<file path="config.mk">
export PLATFORM = sky130hd
export DESIGN_NAME = time_set_ctrl
export DESIGN_NICKNAME = d
export VERILOG_FILES = /design/src/rtl/time_set_ctrl.sv
export SDC_FILE = /design/constraint.sdc
export NUM_CORES = 1
export LEC_CHECK = 0
export ABC_AREA = 1
export CORE_UTILIZATION = 45
export DETAILED_ROUTE_END_ITERATION = 10
export PLACE_DENSITY = 0.65
export SLEW_MARGIN = 20
export SYNTH_ARGS = -nofsm -noshare
export SYNTH_HDL_FRONTEND = slang
export SYNTH_SLANG_ARGS = --single-unit
</file>
<file path="constraint.sdc">
create_clock -name clk -period 4.36 [get_ports clk]
set_input_delay 1.09 -clock clk [delete_from_list [all_inputs] [get_ports clk]]
set_output_delay 1.09 -clock clk [all_outputs]
set_load 0.02 [all_outputs]
</file>
<file path="src/rtl/time_set_ctrl.sv">
// Time-setting controller: captures the live time on MODE, edits hour then minute in BCD with INC,
// and pulses the counter preset enables for one cycle. The edit is aborted after an idle timeout.
module time_set_ctrl #(
    parameter int TIMEOUT_CYC = 10_000_000,
    parameter int BLINK_DIV   = 25_000_000
) (
    input  logic       clk,
    input  logic       CR,
    input  logic       btn_mode,
    input  logic       btn_inc,
    input  logic [7:0] cur_hour,
    input  logic [7:0] cur_min,
    output logic [7:0] pre_hour,
    output logic [7:0] pre_min,
    output logic       PE_hour,
    output logic       PE_min,
    output logic       run_en,
    output logic       blink_h,
    output logic       blink_m
);

    localparam int TW = $clog2(TIMEOUT_CYC);
    localparam int BW = $clog2(BLINK_DIV + 1);
    localparam logic [TW-1:0] TMO_LAST = TW'(TIMEOUT_CYC - 1);
    localparam logic [BW-1:0] BLK_LAST = BW'(BLINK_DIV - 1);

    typedef enum logic [1:0] {
        ST_RUN,
        ST_SET_H,
        ST_SET_M,
        ST_LOAD
    } state_t;

    state_t        state_q,     state_d;
    logic          btn_mode_q;
    logic          btn_inc_q;
    logic [7:0]    pre_hour_q,  pre_hour_d;
    logic [7:0]    pre_min_q,   pre_min_d;
    logic [TW-1:0] tmo_q,       tmo_d;
    logic [BW-1:0] blink_cnt_q, blink_cnt_d;
    logic          phase_q,     phase_d;
    logic          pe_q,        pe_d;
    logic          run_en_q,    run_en_d;
    logic          blink_h_q,   blink_h_d;
    logic          blink_m_q,   blink_m_d;

    logic rise_mode;
    logic rise_inc;

    assign rise_mode = btn_mode & ~btn_mode_q;
    assign rise_inc  = btn_inc  & ~btn_inc_q;

    function automatic logic bcd_valid(input logic [7:0] v, input logic [7:0] top);
        return (v[7:4] <= 4'd9) && (v[3:0] <= 4'd9) && (v <= top);
    endfunction

    // Values are always valid BCD here, so a plain byte compare detects the wrap point.
    function automatic logic [7:0] bcd_inc(input logic [7:0] v, input logic [7:0] top);
        if (v == top) begin
            return 8'h00;
        end
        if (v[3:0] == 4'd9) begin
            return {v[7:4] + 4'd1, 4'd0};
        end
        return {v[7:4], v[3:0] + 4'd1};
    endfunction

    always_comb begin
        state_d     = state_q;
        pre_hour_d  = pre_hour_q;
        pre_min_d   = pre_min_q;
        tmo_d       = tmo_q;
        blink_cnt_d = blink_cnt_q;
        phase_d     = phase_q;

        case (state_q)
            ST_RUN: begin
                if (rise_mode) begin
                    state_d    = ST_SET_H;
                    pre_hour_d = bcd_valid(cur_hour, 8'h23) ? cur_hour : 8'h00;
                    pre_min_d  = bcd_valid(cur_min,  8'h59) ? cur_min  : 8'h00;
                    tmo_d      = '0;
                end
            end
            ST_SET_H, ST_SET_M: begin
                if (rise_mode) begin
                    state_d = (state_q == ST_SET_H) ? ST_SET_M : ST_LOAD;
                    tmo_d   = '0;
                end else if (rise_inc) begin
                    if (state_q == ST_SET_H) begin
                        pre_hour_d = bcd_inc(pre_hour_q, 8'h23);
                    end else begin
                        pre_min_d = bcd_inc(pre_min_q, 8'h59);
                    end
                    tmo_d = '0;
                end else if (tmo_q == TMO_LAST) begin
                    state_d = ST_RUN;
                end else begin
                    tmo_d = tmo_q + 1'b1;
                end

                if (blink_cnt_q == BLK_LAST) begin
                    blink_cnt_d = '0;
                    phase_d     = ~phase_q;
                end else begin
                    blink_cnt_d = blink_cnt_q + 1'b1;
                end
            end
            ST_LOAD: begin
                state_d = ST_RUN;
            end
            default: begin
                state_d = ST_RUN;
            end
        endcase

        // Blink phase restarts on every new edit session and is idle outside the edit states.
        if ((state_q == ST_RUN) || (state_d == ST_RUN) || (state_d == ST_LOAD)) begin
            blink_cnt_d = '0;
            phase_d     = 1'b0;
        end

        pe_d      = (state_d == ST_LOAD);
        run_en_d  = (state_d == ST_RUN);
        blink_h_d = phase_d & (state_d == ST_SET_H);
        blink_m_d = phase_d & (state_d == ST_SET_M);
    end

    always_ff @(posedge clk or posedge CR) begin
        if (CR) begin
            state_q     <= ST_RUN;
            btn_mode_q  <= 1'b0;
            btn_inc_q   <= 1'b0;
            pre_hour_q  <= 8'h00;
            pre_min_q   <= 8'h00;
            tmo_q       <= '0;
            blink_cnt_q <= '0;
            phase_q     <= 1'b0;
            pe_q        <= 1'b0;
            run_en_q    <= 1'b1;
            blink_h_q   <= 1'b0;
            blink_m_q   <= 1'b0;
        end else begin
            state_q     <= state_d;
            btn_mode_q  <= btn_mode;
            btn_inc_q   <= btn_inc;
            pre_hour_q  <= pre_hour_d;
            pre_min_q   <= pre_min_d;
            tmo_q       <= tmo_d;
            blink_cnt_q <= blink_cnt_d;
            phase_q     <= phase_d;
            pe_q        <= pe_d;
            run_en_q    <= run_en_d;
            blink_h_q   <= blink_h_d;
            blink_m_q   <= blink_m_d;
        end
    end

    assign pre_hour = pre_hour_q;
    assign pre_min  = pre_min_q;
    assign PE_hour  = pe_q;
    assign PE_min   = pe_q;
    assign run_en   = run_en_q;
    assign blink_h  = blink_h_q;
    assign blink_m  = blink_m_q;

endmodule

</file>
==> results.toml <==
[cells_and_area]
multiInputGateArea_sq_um = 2430
seq_area_sq_um = 1850
final_cell_mix = "nand2_1 (139), inv_1 (99), nor2_1 (82)"
final_cells = 844
drive_gt1_share_pct = 6.78
n_antenna_cell = 0
nFillCells = 1049
nets = 737
final_common_cell = "nand2_1"
areaGrowthSynthToFinish_pct = 15.2

[setup_path]
critPathMaxStageDelay_ns = 0.48
reg2reg_depth = 11
worstSetupEndpointType = "flop"
cp_top_family = "simple AND/OR/NAND/NOR gates"
crit_top_cell = "nand2_1"
worstPathArrival_ns = 3.46
critical_path_class = "in -> reg"
crit_buf_inv = 3
path_max_fanout = 16
critPathLaunchType = "input port"
reg2reg_to = "tmo_q[4]"
cp_cell_sequence = "clkdlybuf4s50_1, inv_1, nor2_1, nor2_1, nand2_1, nand2_1, nand2_1, buf_4, nand2_1, o21ai_0, nand2_1, nor2_1"
reg2reg_slack_ns = 1.26
slowest_stage = "clkdlybuf4s50_1"
rr_startpoint = "state_q[1]"
required_ns = 4.62

[synth]
synth_seq_cells = 74
synth.area.top_cells = "dfrtp_1 (39%), nand2_1 (11%), inv_1 (7.9%)"
synthesis.nets = 695
synth_area_leader_cell = "dfrtp_1"
synth_top_area_share_pct = 38.6
ys_warn_count = 0
synth_area_sq_um = 4730
syn_inst = 661
ys_types = 43
syn_avg_cell_area_sq_um = 7.16
ys_seq_area_share_pct = 39.2

[placement]
gp_congestion = 0.895
io_buffers = 40
dp_cells = 828
preCtsSetupSlack_ns = 0.823
hpwl_mm = 7.92

[floorplan]
die_x_microns = 105
die_y_microns = 105
die_area_sq_um = 10900
rows = 37
initial_utilization_pct = 46.0
io_pins = 41
fp.coreArea_sq_um = 10300

[grt]
grt_pass1_wl_mm = 19.4
grt_pass1_vias = 4345
overflow = 0
antenna_found_initial = 0
grt_max_degree = 75
grt.total_usage_pct = 21.6

[timing]
fin_skew_ns = 0.0158
slew_headroom_pct = 35.9
fmax_mhz = 313
worst_slack_ns = 1.16
rsz0062_at_grt = "no"
fin_crit_sh_pct = 73.3
tightestPinTransition_ns = 0.961
period_minus_slack_ns = 3.20
hold_viol = 0
maxSlewViolCount = 0
finalSetupTns_ns = 0
setup_viol = 0

[clocking]
cts_hold_buffers = 0
post_cts_buffers = 0
root_buffer = "clkbuf_8"
cts.clk_slew.worst_paths_ns = 0.07
insertion_delay_ns = 0.34
numCtsBuffers = 9
cts_resized = 0
tritoncts = "yes"
h-tree-depth = 3
cts_sinks = 74
cts_buffer_depth = 2

[hold_path]
min_to = "tmo_q[22]"
hold_depth = 2
min_path_type = "reg -> reg"
worstHoldStart = "tmo_q[22]"

[routing]
vias = 4431
viasPerCell = 5.25
drt-pass1-iter-count = 5
drt-total-wl_mm = 10.9
ant_nets = 0
drt-initial-drc-count = 260
routedWlPerCell_microns = 12.9
drcViolationCount = 0

[flow_run]
maxCapViolations = 0

[run_status]
status = "finished clean"

[power_and_ir_drop]
power_density_nw_per_um2 = 490
p_leak_uw = 0.00246
peakVddDrop_uv = 284
design_power_total_uw = 2670
worst min-delay path: cells and delay by family (launching register included):
family           cells  cell delay (ns)
flip-flops           1             0.40
AND/OR/NAND/NOR      2             0.13
layout make-up:
type | instances | share of cell area [%]
inverter | 101 | 6.96
clock buffer | 14 | 2.98
tap | 136 | 3.12
clock inverter | 2 | 0.643
multi-input combinational | 475 | 44.7
sequential | 74 | 34.0
timing repair buffer | 42 | 7.62
cells in the mapped netlist (all sizes together):
cell,n
nand2,142
inv,101
nor2,96
dfrtp,73
nand3,67
nor3,38
o21ai,22
nand4,19
a21oi,16
xor2,15
ha,14
buf,9
or2,8
o22ai,7
a31oi,5
nor4,5
nor3b,3
o21a,3
xnor2,3
and2,2
clkbuf,2
nand3b,2
a211oi,1
a22oi,1
a31o,1
dfstp,1
nor4b,1
o211ai,1
o21bai,1
o221ai,1
o32ai,1
cell families after synthesis:
family          count (synthesis)  share of synthesized area (%)
compound gates                 60                           7.35
xor+xnor                       18                           3.33
fa+ha+maj                      14                           3.70
buf+inv                       112                           9.39
flops                          74                           39.2
simple gates                  383                           37.1
metrics by stage:
step / utilization (%) / hold WS (ns) / instance area [sq um]
finish: 53.0 / 0.549 / 5450
CTS: 53.0 / 0.550 / 5450
detailed placement: 51.1 / 0.525 / 5250
floorplan: - / 0.493 / 4730
global route: 53.0 / 0.569 / 5450
global placement: 51.1 / 0.527 / 5250
state kept, by name, indices dropped and copies added (netlist names):
signal and count:
PE_hour 1, blink_cnt_q 25, blink_h 1, blink_m 1, btn_inc_q 1, btn_mode_q 1
phase_q 1, pre_hour 8, pre_min 8, run_en 1, state_q 2, tmo_q 24
per-layer routing:
layer	track usage (%)	vias to the layer above	part of all wire [%]
met5	0	-	0
li1	-	2227	-
met2	37.5	116	49
met3	3.37	8	4.0
met4	6.02	0	0.67
met1	27.6	2080	46
power breakdown:
group	leakage (uW)	switching [uW]	internal [uW]
combinational	0.00136	825	405
sequential	0.00100	106	790
clock	0.000101	249	296
worst max path at each step:
| stage | startpoint | end | slack, ns | cells past startpoint |
|---|---|---|---|---|
| finish | btn_inc | tmo_q[6] | 1.16 | 12 |
| global route | btn_inc | tmo_q[6] | 0.87 | 12 |
| CTS | btn_inc | tmo_q[6] | 1.18 | 12 |
| detailed placement | btn_inc | tmo_q[6] | 0.82 | 12 |
| global placement | btn_mode | tmo_q[6] | 0.98 | 12 |
| floorplan | CR | PE_hour | 1.39 | 1 |
Power figures use the tool's default switching activity.
